<file path="src/rtl/mpy_retire_pkg.sv">
// Shared CPU definitions used by the multiply retire stage:
// the flag bit positions and the default register tag width.
package mpy_retire_pkg;

  localparam int FLAG_Z = 0;
  localparam int FLAG_N = 1;
  localparam int FLAG_V = 2;
  localparam int FLAG_C = 3;

  localparam int CPU_REGW = 5;

endpackage

</file>
<file path="src/rtl/mpy_sfifo.sv">
// Synchronous FIFO with a registered first-word-fall-through head.
// A word pushed into an empty FIFO becomes visible on the following cycle.
module mpy_sfifo #(
  parameter int LGDEPTH = 2,
  parameter int WIDTH   = 8
) (
  input  logic             i_clk,
  input  logic             i_reset,
  input  logic             i_push,
  input  logic [WIDTH-1:0] i_data,
  input  logic             i_pop,
  output logic             o_valid,
  output logic [WIDTH-1:0] o_data
);

  localparam int DEPTH = 1 << LGDEPTH;
  localparam logic [LGDEPTH-1:0] PTR_ONE = 1;
  localparam logic [LGDEPTH:0]   CNT_ONE = 1;

  logic [WIDTH-1:0]   mem [DEPTH];
  logic [LGDEPTH-1:0] wr_ptr_reg, rd_ptr_reg, rd_ptr_next;
  logic [LGDEPTH:0]   count_reg, count_next;
  logic [WIDTH-1:0]   head_reg;
  logic               valid_reg;
  logic               push, pop;

  assign pop         = i_pop && valid_reg;
  // A full FIFO still accepts a push when the head leaves in the same cycle.
  assign push        = i_push && (!count_reg[LGDEPTH] || pop);
  assign rd_ptr_next = pop ? rd_ptr_reg + PTR_ONE : rd_ptr_reg;

  always_comb begin
    count_next = count_reg;
    if (push && !pop)
      count_next = count_reg + CNT_ONE;
    else if (!push && pop)
      count_next = count_reg - CNT_ONE;
  end

  always_ff @(posedge i_clk) begin
    if (push)
      mem[wr_ptr_reg] <= i_data;
  end

  always_ff @(posedge i_clk) begin
    if (i_reset) begin
      wr_ptr_reg <= '0;
      rd_ptr_reg <= '0;
      count_reg  <= '0;
      valid_reg  <= 1'b0;
      head_reg   <= '0;
    end else begin
      if (push)
        wr_ptr_reg <= wr_ptr_reg + PTR_ONE;
      rd_ptr_reg <= rd_ptr_next;
      count_reg  <= count_next;
      valid_reg  <= (count_next != '0);
      // Bypass the array when the incoming word is the next head.
      if (push && (wr_ptr_reg == rd_ptr_next))
        head_reg <= i_data;
      else
        head_reg <= mem[rd_ptr_next];
    end
  end

  assign o_valid = valid_reg;
  assign o_data  = head_reg;

endmodule

</file>
<file path="src/rtl/mpy_retire.sv">
// Retire stage behind the multiplier: pairs issue-time register tags with
// products, selects the result half, computes flags and buffers for writeback.
module mpy_retire
  import mpy_retire_pkg::*;
#(
  parameter int LGDEPTH      = 2,
  parameter int REGW         = CPU_REGW,
  parameter bit OPT_LOWPOWER = 1'b0
) (
  input  logic            i_clk,
  input  logic            i_reset,
  input  logic            i_issue,
  input  logic [REGW-1:0] i_reg,
  output logic            o_issue_ready,
  input  logic            i_mpy_valid,
  input  logic [63:0]     i_mpy_result,
  input  logic            i_mpy_hi,
  output logic            o_wb_valid,
  input  logic            i_wb_ready,
  output logic [REGW-1:0] o_wb_reg,
  output logic [31:0]     o_wb_data,
  output logic [3:0]      o_wb_flags,
  output logic            o_err
);

  localparam int RESW = REGW + 34;
  localparam logic [LGDEPTH:0] CNT_ONE = 1;

  logic [LGDEPTH:0] outstanding_reg;
  logic             issue_ok, wb_hs, mpy_ok;
  logic             tag_valid, res_valid;
  logic [REGW-1:0]  tag_head;
  logic [31:0]      sel;
  logic [RESW-1:0]  res_in, res_head;
  logic [3:0]       flags;
  logic             err_reg;

  // Outstanding never exceeds 2^LGDEPTH, so the top bit alone means "full".
  assign o_issue_ready = !outstanding_reg[LGDEPTH];
  assign issue_ok      = i_issue && o_issue_ready;
  assign wb_hs         = res_valid && i_wb_ready;
  assign mpy_ok        = i_mpy_valid && tag_valid;

  always_ff @(posedge i_clk) begin
    if (i_reset)
      outstanding_reg <= '0;
    else if (issue_ok && !wb_hs)
      outstanding_reg <= outstanding_reg + CNT_ONE;
    else if (!issue_ok && wb_hs)
      outstanding_reg <= outstanding_reg - CNT_ONE;
  end

  always_ff @(posedge i_clk) begin
    if (i_reset)
      err_reg <= 1'b0;
    else if ((i_issue && !o_issue_ready) || (i_mpy_valid && !tag_valid))
      err_reg <= 1'b1;
  end

  mpy_sfifo #(.LGDEPTH(LGDEPTH), .WIDTH(REGW)) u_tag_fifo (
    .i_clk   (i_clk),
    .i_reset (i_reset),
    .i_push  (issue_ok),
    .i_data  (i_reg),
    .i_pop   (mpy_ok),
    .o_valid (tag_valid),
    .o_data  (tag_head)
  );

  assign sel    = i_mpy_hi ? i_mpy_result[63:32] : i_mpy_result[31:0];
  assign res_in = {tag_head, sel, sel[31], (sel == 32'd0)};

  mpy_sfifo #(.LGDEPTH(LGDEPTH), .WIDTH(RESW)) u_res_fifo (
    .i_clk   (i_clk),
    .i_reset (i_reset),
    .i_push  (mpy_ok),
    .i_data  (res_in),
    .i_pop   (wb_hs),
    .o_valid (res_valid),
    .o_data  (res_head)
  );

  // Carry and overflow are never produced by a multiply.
  always_comb begin
    flags         = '0;
    flags[FLAG_N] = res_head[1];
    flags[FLAG_Z] = res_head[0];
  end

  assign o_wb_valid = res_valid;
  assign o_wb_reg   = (OPT_LOWPOWER && !res_valid) ? '0 : res_head[RESW-1:34];
  assign o_wb_data  = (OPT_LOWPOWER && !res_valid) ? '0 : res_head[33:2];
  assign o_wb_flags = (OPT_LOWPOWER && !res_valid) ? '0 : flags;
  assign o_err      = err_reg;

endmodule

</file>
<file path="config.mk">
export PLATFORM = sky130hd
export DESIGN_NAME = mpy_retire
export DESIGN_NICKNAME = d
export VERILOG_FILES = /design/src/rtl/mpy_retire_pkg.sv /design/src/rtl/mpy_sfifo.sv /design/src/rtl/mpy_retire.sv
export SDC_FILE = /design/constraint.sdc
export NUM_CORES = 1
export LEC_CHECK = 0
export CAP_MARGIN = 10
export CORE_MARGIN = 3
export CORE_UTILIZATION = 58
export DETAILED_ROUTE_END_ITERATION = 8
export DONT_BUFFER_PORTS = 1
export PLACE_DENSITY = 0.75
export SYNTH_ARGS = -nofsm -noshare
export SYNTH_HDL_FRONTEND = slang
export SYNTH_SLANG_ARGS = --single-unit
export TNS_END_PERCENT = 30
</file>
<file path="constraint.sdc">
create_clock -name i_clk -period 2.18 [get_ports i_clk]
set_input_delay 0 -clock i_clk [delete_from_list [all_inputs] [get_ports i_clk]]
set_output_delay 0 -clock i_clk [all_outputs]
set_load 0.005 [all_outputs]
</file>
Yosys cells after proc, flatten, opt, wreduce, memory -nomap -nowiden
Memory sizes are Yosys's and may differ from the RTL's. A register that Yosys moved wholly into a read port is not among the register bits.
Index checks and enable logic that the tools add are counted.
{"block": "totals", "ff_bits": 20, "ram_bits": 176, "in_bits": 75, "out_inout_bits": 44, "wordCells": 67, "mem_count": 2}
{"name": "u_res_fifo.mem", "words": 4, "width": 39, "rd": 1, "rd_ports_with_merged_regs": 1, "write_ports": 1, "line_no": "mpy_sfifo.sv:20", "text": "logic [WIDTH-1:0] mem [DEPTH];"}
{"name": "u_tag_fifo.mem", "words": 4, "width": 5, "rd": 1, "rd_ports_with_merged_regs": 1, "write_ports": 1, "line_no": "mpy_sfifo.sv:20"}
{"block": "op_classes", "n_addsub": 10, "mux": 13, "reduce_logical": 32}
{"op": "32-bit logical NOT", "n": 1}
{"op": "32-bit two-way mux", "n": 1}
{"op": "3-bit two-way mux", "n": 6}
{"op": "1-bit logical AND", "n": 15}
{"op": "1-bit logical NOT", "n": 10}
{"op": "3-bit by 1-bit adder with 3-bit output (second input constant)", "n": 3}
{"op": "3-bit by 1-bit subtractor with 3-bit output (second input constant)", "n": 3}
{"op": "2-bit by 1-bit adder with 2-bit output (second input constant)", "n": 4}
{"op": "3-bit nonzero test", "n": 2}
{"op": "1-bit two-way mux", "n": 4}
{"op": "2-bit two-way mux", "n": 2}
{"op": "1-bit logical OR", "n": 3}
{"op": "2-bit nonzero test", "n": 1}

Logic depth before layout (Yosys ltp)
Gate-level depths: netlist of the first run.
{"block": "logic_depth", "ltp_word": 9, "mapped_depth": 10, "mapped_depth_nobuf": 8}

Hierarchy
From an unflattened synthesis of the first run, not the netlist that was laid out.
{"block": "unflattened", "cells_unflattened": 770, "hier_area_um2": 10919.2}
{"module": "mpy_sfifo (u_res_fifo)", "n_inst": 1, "cells_per_inst": 567, "area_per_inst_um2": 8533.2, "seq_area_each_um2": 5625.4}
{"module": "mpy_sfifo (u_tag_fifo)", "n_inst": 1, "cells_per_inst": 117, "area_per_inst_um2": 1625.3, "seq_area_each_um2": 860.8}
{"module": "mpy_retire", "n_inst": 1, "cells_per_inst": 86, "area_per_inst_um2": 760.7, "seq_area_each_um2": 80.1}

Worst setup path before layout of the first run
OpenSTA, ideal clock, no wires.
{"block": "synth_timing", "kind": "register to register", "start": "register u_res_fifo.valid_reg, in the netlist u_res_fifo.o_valid", "end": "memory u_res_fifo.mem[0][0] (netlist name), enable pin", "setup_time_ps": 399, "arrival_ps": 1855, "t_required_ps": 1781, "slack_ps": -74, "stages_incl_launch_ff": 5, "n_path_buf": 0, "period_less_slack_ps": 2254, "cell_sequence": "dfxtp_1 -> and2_4 -> inv_4 -> a21oi_4 -> and2_1"}
{"block": "synth_between", "elab_chain_cells": 6}
{"element": "from (decl)", "line_no": "mpy_sfifo.sv:24", "text": "logic valid_reg;"}
{"element": "from (signal assigned)", "line_no": "mpy_sfifo.sv:57", "text": "valid_reg <= (count_next != '0);"}
{"element": "1-bit logical AND", "line_no": "mpy_retire.sv:41", "text": "assign wb_hs = res_valid && i_wb_ready;"}
{"element": "1-bit logical AND (*)", "line_no": "mpy_sfifo.sv:27", "text": "assign pop = i_pop && valid_reg;"}
{"element": "1-bit logical OR (*)", "line_no": "mpy_sfifo.sv:29", "text": "assign push = i_push && (!count_reg[LGDEPTH] || pop);"}
{"element": "1-bit logical AND (*)", "line_no": "mpy_sfifo.sv:29"}
{"element": "1-bit two-way mux (*)", "line_no": "mpy_sfifo.sv:41", "text": "if (push)"}
{"element": "1-bit two-way mux (not written as such) (*)", "line_no": "mpy_sfifo.sv:42", "text": "mem[wr_ptr_reg] <= i_data;"}
{"element": "to (decl)", "line_no": "mpy_sfifo.sv:20"}
Every way passes the cells marked *; elsewhere a longest branch is shown, timed or not.

Worst setup path in the final report of the first run
{"block": "layout_timing", "start": "register u_res_fifo.valid_reg, in the netlist u_res_fifo.o_valid", "end": "register outstanding_reg[2]"}
{"block": "layout_between", "elab_chain_cells": 4, "elab_cells_between_ends": 6, "cone_classes": "1 x mux; 5 x reduce/logical"}
{"element": "1-bit logical AND (*)", "line_no": "mpy_retire.sv:41"}
{"element": "1-bit logical NOT", "line_no": "mpy_retire.sv:47", "text": "else if (issue_ok && !wb_hs)"}
{"element": "1-bit logical AND", "line_no": "mpy_retire.sv:47"}
{"element": "3-bit two-way mux / 2-bit nonzero test (equally long branches)"}
{"element": "to (signal assigned)", "line_no": "mpy_retire.sv:48", "text": "outstanding_reg <= outstanding_reg + CNT_ONE;"}
{"element": "to (signal assigned)", "line_no": "mpy_retire.sv:50", "text": "outstanding_reg <= outstanding_reg - CNT_ONE;"}
{"element": "to (decl)", "line_no": "mpy_retire.sv:29", "text": "logic [LGDEPTH:0] outstanding_reg;"}
Marked as above.
A chain may end at the register's enable or synchronous reset.

==> results by group, run 1 <==
Outcome
  • Outcome: finished, final reports clean

STA
  • Worst Setup Slack, final: approximately 0.16 ns
  • Final Hold Fails: 0
  • Final Critical Period: 2.025 ns
  • Final period util: 92.89%
  • Fin Hold WS: around 0.027 ns
  • F_max: slightly below 500 MHz
  • Slew Limit Fails: 0
  • Clock Skews: ~0.027 ns
  • Slew margin rel.: 62.84%
  • Worst Tran Pin Value: between 0.5 and 0.6 ns
  • Unrepaired setup endpoints after global routing: false
  • Final setup vio count: 0
  • Fin Setup TNS: 0 ns

Power and ir drop
  • Clock Power Share: 27.2%
  • Gate power share: between 30% and 40%
  • P_int: ~10 mW
  • Pwr dens: between 1000 and 1500 nW/um2
  • Maximum vdd ir drop: around 840 uV
  • Sequential power share: around two fifths
  • Total power draw: ~15 mW
  • Leak: around 4.7 nW
  • NetSw: roughly 5.1 mW
  • Switch share: between 30% and 40%

Layout
  • Antenna cells: 0
  • Max FFs per register: 152
  • Fill count: 1283
  • Layout cells sized above 1: a little under an eighth
  • Largest Register: u_res_fifo.mem
  • FF/Latch Area: 6432 um2
  • Core Util, Final: 69.62%
  • Most common cell after layout, fill and taps aside: edfxtp_1
  • Area grow syn2layout: 16.37%
  • Number of nets in the layout: between 1k and 1.5k
  • Most frequent cells in the layout: 172 x edfxtp_1, 154 x nand2_1, 115 x a211oi_1
  • Post-route cell area: ~13000 um2
  • Final cell count without fillers: 1358
  • Multi-input gate area: 4427 um2

Critical path
  • CP Capture Type: register
  • Reg2Reg Depth: 8
  • Worst path required time: roughly 2.6 ns
  • R2R Setup Slk: approximately 0.16 ns
  • CP max FO: 7
  • Worst-path cell chain: and2_4 > inv_4 > ha_1 > inv_1 > fa_1 > xor2_1 > or3_1 > a21oi_1
  • R2r endpoint: outstanding_reg[2]$_SDFFE_PP0P_
  • Worst setup SP type: register
  • CP startpoint: u_res_fifo.o_valid$_SDFF_PP0_
  • Reg2Reg Launch Point: u_res_fifo.o_valid$_SDFF_PP0_
  • Critical path arrival: ~2.5 ns
  • CP max-delay cell: fa_1
  • WS Path Type: reg2reg
  • CP peak stage delay: 0.38 ns

Clock network
  • Cts repair resizes: 0
  • H-tree Lvls: 1
  • Clk buf depth: 3
  • Clk sink count: 235
  • Clock Latency Late Sink: ~0.53 ns
  • CTS Root Cell: clkbuf_16
  • Worst-path clk slew: approximately 0.06 ns
  • Clock buffer count from CTS: 25
  • CTS tree: built

Place
  • Placed cell areas: ~12000 um2
  • HPWL after DPL: 16180 um
  • Cells after DPL: ~1.2k
  • Routability cong.: approximately 0.78
  • Input/output buffers: 0
  • Pre-CTS setup slack: about 0.20 ns

Global route
  • GRT overflow: 0
  • Met2 Track Usage GR: 43.15%
  • Initial antenna violation count: 0
  • Tot GR Track Use: 25.24%
  • Vias in the first global route: between 8k and 9k
  • GRT met3 Usage: roughly 4.9%
  • Largest net degree at the start of global routing: around 120
  • GR peak layer: met2
  • First-pass GRT wire length: ~43000 um
  • Global Route met1 Usage: roughly a third

Synthesis
  • Synth Warn #: 0
  • Sequential area share after synthesis: 56.66%
  • Synthesized flop and latch total: roughly 240
  • Synth area leaders: edfxtp_1 46%, dfxtp_1 11%, a211oi_1 7.6%, nand2_1 5.1%, and3_1 4.1%
  • Post-synth EDFFs: roughly 170
  • Syn avg cell area: 10.95 um2
  • Synthesized cell area: between 10000 and 15000 um2
  • Mapped Cells: 1036
  • Prevailing post-synth register cell: edfxtp_1
  • Share of the synthesized area in the top cell type: between 40% and 50%
  • Yosys top cell by area: edfxtp_1
  • Post-synth ARST share: 0%
  • Synth cell types: 55

Floorplan
  • Die area: between 20000 and 25000 um2
  • DIE WIDTH: around 150 um
  • Initial Util: 59.83%
  • Core footprint: between 15000 and 20000 um2
  • Die height: roughly 150 um
  • Io pins: ~120
  • Cell row count: 50

Worst hold path
  • Min-Delay Path Depth: 3
  • Hold Path Sink: u_tag_fifo.count_reg[1]$_SDFF_PP0_
  • Min-delay src: i_mpy_valid
  • Hold Path Class: in2reg

Route
  • Routed length per placed instance: 20.55 um
  • Routed WL: around 28000 um
  • Initial DRC count: 768
  • Post-DRT Antenna Nets: 0
  • Drt drc: 0
  • Via count: around 8.6k
  • 1st-pass router iterations: 5
  • Vias/cell: 6.347

Run
  • Maxcap violations: 0
==> what timing repair did <==
item,in CTS,in global routing
setup buffers,0,0
endpoints found under the setup margin,0,0
hold endpoints to repair,211,0
hold buffers,77,0
==> critical path: cells and delay by family, from the launching register on <==
kind / cells / cell delay (ns)
adders and majority gates: 2 / 0.59
and+or+nand+nor: 2 / 0.50
DFF: 1 / 0.34
buffers and inverters: 2 / 0.19
xor gates and xnor gates: 1 / 0.18
AOI/OAI and AO/OA: 1 / 0.14
==> power by group through the flow <==
stage          sequential (mW)  combinational (mW)  clock, mW
4_1_cts                   6.31                4.64       4.17
3_5_place_dp              6.40                4.44          0
6_report                  6.31                4.70       4.12
3_3_place_gp              6.38                4.32          0
5_1_grt                   6.39                5.18       4.36
2_1_floorplan             6.17                3.54          0
==> worst max-delay path by stage <==
| stage | to | depth (start not counted) |
|---|---|---|
| 6_report | outstanding_reg[2]$_SDFFE_PP0P_ | 8 |
| 5_1_grt | u_res_fifo.o_data[29]$_SDFF_PP0_ | 6 |
| 4_1_cts | outstanding_reg[2]$_SDFFE_PP0P_ | 8 |
| 3_5_place_dp | outstanding_reg[2]$_SDFFE_PP0P_ | 8 |
| 3_3_place_gp | outstanding_reg[2]$_SDFFE_PP0P_ | 8 |
| 2_1_floorplan | u_res_fifo.mem[2][0]$_DFFE_PP_ | 4 |
==> cells in the mapped netlist, types with 7 or more instances <==
master,number
a211oi_1,115
o21ai_0,16
nor3_1,42
xnor2_1,7
mux2i_1,12
dfxtp_1,63
a311oi_1,39
edfxtp_1,172
buf_4,8
clkbuf_1,49
mux2_2,35
nor4_1,9
nand2_1,154
and2_1,9
and3_1,74
nor2_1,53
ha_1,13
inv_1,15
a21oi_1,10
a31oi_1,38
buf_2,30
==> logic make-up after synthesis <==
family | Yosys count | share of synthesized area [%]
adders and majority gates | 14 | 1.611
buffers and inverters | 110 | 4.457
muxes | 48 | 4.733
other | 1 | 0.03307
xor gates and xnor gates | 11 | 0.8495
AOI/OAI and AO/OA | 247 | 16.13
DFF | 235 | 56.66
and+or+nand+nor | 370 | 15.52
==> area by class of cell <==
class | count | area share (%)
timing repair buffer | 109 | 8.646
multi-input combinational | 692 | 33.54
clock buffer | 30 | 5.034
tap | 260 | 2.465
sequential | 235 | 48.74
inverter | 16 | 0.4740
clock inverter | 16 | 1.100
==> per-layer routing <==
| metal | vias up | wire, um | share of wire [%] |
|---|---|---|---|
| li1 | 4035 | - | - |
| met1 | 4168 | 10990 | 39 |
| met2 | 375 | 13960 | 50 |
| met3 | 41 | 2396 | 8.6 |
| met4 | 0 | 558 | 2.0 |
| met5 | - | 0 | 0 |
(Power assumes the default switching activity.)
==> run 2, diff against run 1 <==
--- a/config.mk
+++ b/config.mk
@@ -5,11 +5,11 @@
 export SDC_FILE = /design/constraint.sdc
 export NUM_CORES = 1
 export LEC_CHECK = 0
+export BUFFER_PORTS_ARGS = -buffer_cell sky130_fd_sc_hd__buf_4
 export CAP_MARGIN = 10
 export CORE_MARGIN = 3
-export CORE_UTILIZATION = 58
+export CORE_UTILIZATION = 53
 export DETAILED_ROUTE_END_ITERATION = 8
-export DONT_BUFFER_PORTS = 1
 export PLACE_DENSITY = 0.75
 export SYNTH_ARGS = -nofsm -noshare
 export SYNTH_HDL_FRONTEND = slang
==> results by group, run 2 (same netlist as run 1, synthesis figures left out) <==
Clock network
  • Clk buf depth: 3 (unchanged)
  • Post-CTS Setup Bufs: 0 (unchanged)
  • CTS Root Cell: clkbuf_16
  • CTS tree: built
  • Clock buffer count from CTS: 25 (unchanged)
  • Hold_buf cts: 86 (+12%)
  • Cts repair resizes: 0 (unchanged)
  • H-tree Lvls: 1 (unchanged)
  • Clock Latency Late Sink: 0.51 ns (-0.02 ns)
  • Worst-path clk slew: 0.06 ns (about the same)
  • Clk sink count: 235 (unchanged)

Layout
  • Layout cells sized above 1: 20.63% (+9.1 points)
  • Antenna cells: 0 (unchanged)
  • Most common cell after layout, fill and taps aside: edfxtp_1
  • Most frequent cells in the layout: 172 x edfxtp_1, 155 x buf_4, 154 x nand2_1
  • Number of nets in the layout: 1307 (+12%)
  • Area grow syn2layout: 25.81%
  • Core Util, Final: 69.18% (-0.45 points)
  • Final cell count without fillers: 1506 (+11%)
  • Largest Register: u_res_fifo.mem
  • Max FFs per register: 152 (unchanged)

Floorplan
  • Core footprint: 20620 um2 (+8.8%)
  • Die area: 23190 um2 (+9.0%)
  • Io pins: 119 (unchanged)
  • Cell row count: 52 (+4.0%)
  • Die height: 152.3 um (+4.4%)
  • Initial Util: 54.99% (-4.8 points)
  • DIE WIDTH: 152.3 um (+4.4%)

STA
  • Final Critical Period: 1.993 ns (-0.03167 ns)
  • F_max: 501.7 MHz (+1.6%)
  • Worst Tran Pin Value: 0.5748 ns (+0.01731 ns)
  • Clock Skews: 0.006821 ns (-0.02063 ns)
  • Slew margin rel.: 61.68% (-1.2 points)
  • Final period util: 91.43% (-1.5 points)
  • Final Hold Fails: 0 (unchanged)
  • Fin Hold WS: 0.04928 ns (+0.02183 ns)
  • Final setup vio count: 0 (unchanged)
  • Worst Setup Slack, final: 0.1867 ns (+0.03167 ns)
  • Slew Limit Fails: 0 (unchanged)
  • Unrepaired setup endpoints after global routing: false

Worst hold path
  • Min-Delay Path Depth: 4 (+1)
  • Hold Path Class: in2reg

Place
  • Pre-CTS setup slack: 0.2275 ns (+0.02926 ns)
  • Routability cong.: 0.8217 (+5.1%)
  • Input/output buffers: 116 (+116)
  • Cells after DPL: 1375 (+11%)
  • HPWL after DPL: 17800 um (+10%)

Route
  • Vias/cell: 6.078 (-4.2%)
  • Initial DRC count: 809 (+5.3%)
  • Drt drc: 0 (unchanged)
  • 1st-pass router iterations: 6 (+1)
  • Via count: 9154 (+6.2%)
  • Routed length per placed instance: 19.64 um (-4.4%)
  • Routed WL: 29580 um (+6.0%)
  • Post-DRT Antenna Nets: 0 (unchanged)

Global route
  • First-pass GRT wire length: 47650 um (+10%)
  • GRT overflow: 0 (unchanged)
  • Initial antenna violation count: 0 (unchanged)
  • Largest net degree at the start of global routing: 94 (-23%)
  • Tot GR Track Use: 24.78% (-0.46 points)
  • Vias in the first global route: 9274 (+14%)

Power and ir drop
  • Maximum vdd ir drop: 689.5 uV (-18%)
  • Gate power share: 34.1% (+3.0 points)
  • Sequential power share: 39.0% (-2.7 points)
  • Leak: 5.433 nW (+14%)
  • Clock Power Share: 26.9% (-0.3 points)
  • Pwr dens: 1122 nW/um2 (-2.2%)
  • NetSw: 5.207 mW (+2.9%)
  • P_int: 10.79 mW (+7.2%)
  • Total power draw: 16.00 mW (+5.7%)
  • Switch share: 32.54% (-0.90 points)

Critical path
  • CP max FO: 63 (+56)
  • Critical path arrival: 2.37 ns (-0.09 ns)
  • Worst setup SP type: register
  • CP Capture Type: register
  • WS Path Type: reg2reg
  • R2r endpoint: u_res_fifo.o_data[26]$_SDFF_PP0_
  • Reg2Reg Launch Point: u_res_fifo.o_valid$_SDFF_PP0_
  • Critical Path End: u_res_fifo.o_data[26]$_SDFF_PP0_
  • R2R Setup Slk: 0.19 ns (+0.03 ns)
  • Worst path required time: 2.55 ns (-0.07 ns)
  • CP startpoint: u_res_fifo.o_valid$_SDFF_PP0_
  • Reg2Reg Depth: 8 (unchanged)

Outcome
  • Outcome: finished, final reports clean

Run
  • Maxcap violations: 0 (unchanged)
-- run 2: area by class of cell --
| type | instances | area [um2] |
|---|---|---|
| sequential | 235 | 6432 |
| timing repair buffer | 248 | 2165 |
| clock inverter | 16 | 182.7 |
| fill | 1447 | 6357 |
| tap | 270 | 337.8 |
| inverter | 16 | 62.56 |
| clock buffer | 29 | 660.6 |
| multi-input combinational | 692 | 4427 |
-- run 2: through the flow --
step / TNS [ns] / area [um2]
after global placement: 0 / 12560
after floorplan: -5.653 / 11350
final: 0 / 14270
after CTS: 0 / 14270
after detailed placement: 0 / 12560
after global routing: 0 / 14270
-- run 2: power by group through the flow --
stage / clock network [mW] / registers, mW / logic (mW)
detailed placement: 0 / 6.31 / 5.26
finish: 4.30 / 6.24 / 5.46
global placement: 0 / 6.30 / 5.10
global route: 4.54 / 6.32 / 6.06
floorplan: 0 / 6.17 / 3.54
CTS: 4.37 / 6.23 / 5.45
-- run 2: worst min-delay path by stage --
| stage | startpoint | endpoint |
|---|---|---|
| after detailed placement | i_reg[0] | u_tag_fifo.mem[1][0]$_DFFE_PP_ |
| after CTS | i_mpy_result[54] | u_res_fifo.o_data[24]$_SDFF_PP0_ |
| after global routing | i_mpy_result[27] | u_res_fifo.mem[1][29]$_DFFE_PP_ |
| after global placement | i_reg[1] | u_tag_fifo.mem[1][1]$_DFFE_PP_ |
| final | i_mpy_result[27] | u_res_fifo.mem[3][29]$_DFFE_PP_ |
| after floorplan | i_reset | u_res_fifo.count_reg[1]$_SDFF_PP0_ |
-- run 2: worst max-delay path, stage by stage, from the launching register on --
cell	delay, ns
dfxtp_2	0.37
and2_4	0.20
inv_4	0.06
buf_12	0.18
buf_4	0.22
a211oi_1	0.31
a311oi_1	0.10
a211oi_1	0.30
nor3_1	0.09
-- run 2: per-layer routing --
layer	vias up	GRT usage [%]	wire length (um)
met4	0	7.877	739
met1	4429	32.70	12500
met5	-	0	0
met3	59	3.295	1812
met2	360	42.76	14520
li1	4306	-	-
==> run 3, diff against run 2 <==
--- a/config.mk
+++ b/config.mk
@@ -5,12 +5,14 @@
 export SDC_FILE = /design/constraint.sdc
 export NUM_CORES = 1
 export LEC_CHECK = 0
+export ABC_CLOCK_PERIOD_IN_PS = 2180
 export BUFFER_PORTS_ARGS = -buffer_cell sky130_fd_sc_hd__buf_4
 export CAP_MARGIN = 10
 export CORE_MARGIN = 3
-export CORE_UTILIZATION = 53
+export CORE_UTILIZATION = 40
 export DETAILED_ROUTE_END_ITERATION = 8
-export PLACE_DENSITY = 0.75
+export PLACE_DENSITY = 0.59
+export RECOVER_POWER = 100
 export SYNTH_ARGS = -nofsm -noshare
 export SYNTH_HDL_FRONTEND = slang
 export SYNTH_SLANG_ARGS = --single-unit
==> results by group, run 3 (same netlist as run 1, synthesis figures left out) <==
Outcome
  • Outcome: finished, final reports clean

Layout
  • Antenna cells: 0 (unchanged)
  • Core Util, Final: 50.84% (-18 points)
  • Largest Register: u_res_fifo.mem
  • Layout cells sized above 1: 17.29% (-3.3 points)
  • Area grow syn2layout: 24.89%
  • Max FFs per register: 152 (unchanged)
  • Number of nets in the layout: 1295 (-0.92%)
  • Fill count: 2471 (+71%)
  • Most frequent cells in the layout: 172 x edfxtp_1, 155 x nand2_1, 115 x a211oi_1
  • Most common cell after layout, fill and taps aside: edfxtp_1

STA
  • Slew Limit Fails: 0 (unchanged)
  • Unrepaired setup endpoints after global routing: false
  • Clock Skews: 0.009445 ns (+0.002623 ns)
  • F_max: 491.7 MHz (-2.0%)
  • Worst Tran Pin Value: 0.6080 ns (+0.03327 ns)
  • Slew margin rel.: 59.46% (-2.2 points)
  • Final period util: 93.29% (+1.9 points)
  • Final Hold Fails: 0 (unchanged)
  • Final setup vio count: 0 (unchanged)
  • Final Critical Period: 2.034 ns (+0.04037 ns)

Global route
  • Tot GR Track Use: 19.11% (-5.7 points)
  • GRT overflow: 0 (unchanged)
  • Initial antenna violation count: 0 (unchanged)
  • Vias in the first global route: 9062 (-2.3%)
  • Largest net degree at the start of global routing: 139 (+48%)
  • First-pass GRT wire length: 47130 um (-1.1%)

Floorplan
  • Core footprint: 27860 um2 (+35%)
  • Die area: 30410 um2 (+31%)
  • Cell row count: 61 (+17%)
  • Initial Util: 40.71% (-14 points)
  • DIE WIDTH: 174.4 um (+15%)
  • Io pins: 119 (unchanged)
  • Die height: 174.4 um (+15%)

Route
  • Post-DRT Antenna Nets: 0 (unchanged)
  • Routed WL: 29650 um (+0.24%)
  • Vias/cell: 5.594 (-8.0%)
  • Via count: 8972 (-2.0%)
  • Initial DRC count: 720 (-11%)
  • 1st-pass router iterations: 6 (unchanged)
  • Drt drc: 0 (unchanged)
  • Routed length per placed instance: 18.48 um (-5.9%)

Power and ir drop
  • Switch share: 33.52% (+0.98 points)
  • Pwr dens: 1100 nW/um2 (-1.9%)
  • Sequential power share: 40.1% (+1.1 points)
  • Gate power share: 34.1% (about the same)
  • NetSw: 5.223 mW (+0.30%)
  • Clock Power Share: 25.8% (-1.1 points)
  • Maximum vdd ir drop: 710.1 uV (+3.0%)
  • Leak: 5.238 nW (-3.6%)
  • P_int: 10.36 mW (-4.0%)
  • Total power draw: 15.58 mW (-2.6%)

Place
  • HPWL after DPL: 17260 um (-3.1%)
  • Routability cong.: 0.7579 (-7.8%)
  • Input/output buffers: 116 (unchanged)

Critical path
  • Worst path required time: 2.60 ns (+0.05 ns)
  • CP Capture Type: register
  • Critical path arrival: 2.45 ns (+0.08 ns)
  • CP startpoint: u_res_fifo.o_valid$_SDFF_PP0_
  • CP max FO: 22 (-65%)
  • Reg2Reg Launch Point: u_res_fifo.o_valid$_SDFF_PP0_
  • WS Path Type: reg2reg
  • Worst setup SP type: register

Worst hold path
  • Min-delay src: i_mpy_result[59]
  • Hold Path Class: in2reg

Clock network
  • Clock buffer count from CTS: 27 (+8.0%)
  • Clk buf depth: 3 (unchanged)
  • H-tree Lvls: 1 (unchanged)
  • CTS Root Cell: clkbuf_16
  • Post-CTS Setup Bufs: 0 (unchanged)
  • Worst-path clk slew: 0.06 ns (about the same)
  • Clock Latency Late Sink: 0.52 ns (about the same)
  • Clk sink count: 235 (unchanged)
  • CTS tree: built

Run
  • Maxcap violations: 0 (unchanged)
[run 3: per-stage QoR]
step	instance area [um2]	setup WS (ns)	cells	setup TNS [ns]	hold slack (ns)
final	14160	0.1464	1604	0	0.003890
after global routing	14160	0.03031	1604	0	0.02580
after CTS	14280	0.1458	1604	0	0.001257
after detailed placement	12720	0.1620	1477	0	0.2195
after global placement	12720	0.2080	1477	0	0.2199
after floorplan	11350	-0.07396	1037	-5.653	0.07993
[run 3: final cells by class]
class	instances	area, um2	share of cell area, %
repair buffers	234	1999	14.12
clock buffers	34	711.9	5.026
multi-input cells	692	4412	31.15
inverters	16	62.56	0.4417
flip-flops and latches	235	6431	45.41
well taps	378	473.0	3.339
clock inverters	15	73.82	0.5212
[run 3: layer usage]
layer	global-route usage (%)	vias up	wire, um
li1	-	4293	-
met3	2.621	53	1433
met1	24.19	4400	12730
met4	5.798	0	662
met2	34.00	226	14820
met5	0	-	0
[run 3: power by group through the flow]
stage	Sequential, mW	Combinational [mW]	Clock, mW
floorplan	6.17	3.54	0
CTS	6.26	5.49	4.12
global route	6.34	5.92	4.29
global placement	6.34	5.26	0
detailed placement	6.34	5.33	0
finish	6.25	5.32	4.02
[run 3: what timing repair did]
action	4_1_cts	5_1_grt
endpoints found under the setup margin	0	1
hold buffers	78	0
hold endpoints to repair	191	0
resized for setup	0	1
[run 3: worst paths after layout]
check | end | cells after the start | slack [ns]
setup / recovery | u_res_fifo.o_data[18]$_SDFF_PP0_ | 7 | 0.15
hold / removal | u_res_fifo.o_data[29]$_SDFF_PP0_ | 3 | 0.004
setup reg to reg | u_res_fifo.o_data[18]$_SDFF_PP0_ | 7 | 0.15
hold reg to reg | outstanding_reg[1]$_SDFFE_PP0P_ | 2 | 0.53
[run 3: critical path, cell delays in order (launching register included)]
cell      delay, ns
dfxtp_1        0.43
and2_4         0.23
o21ai_0        0.12
buf_4          0.15
o211ai_2       0.27
clkbuf_4       0.43
nor2_1         0.07
nor3_1         0.23
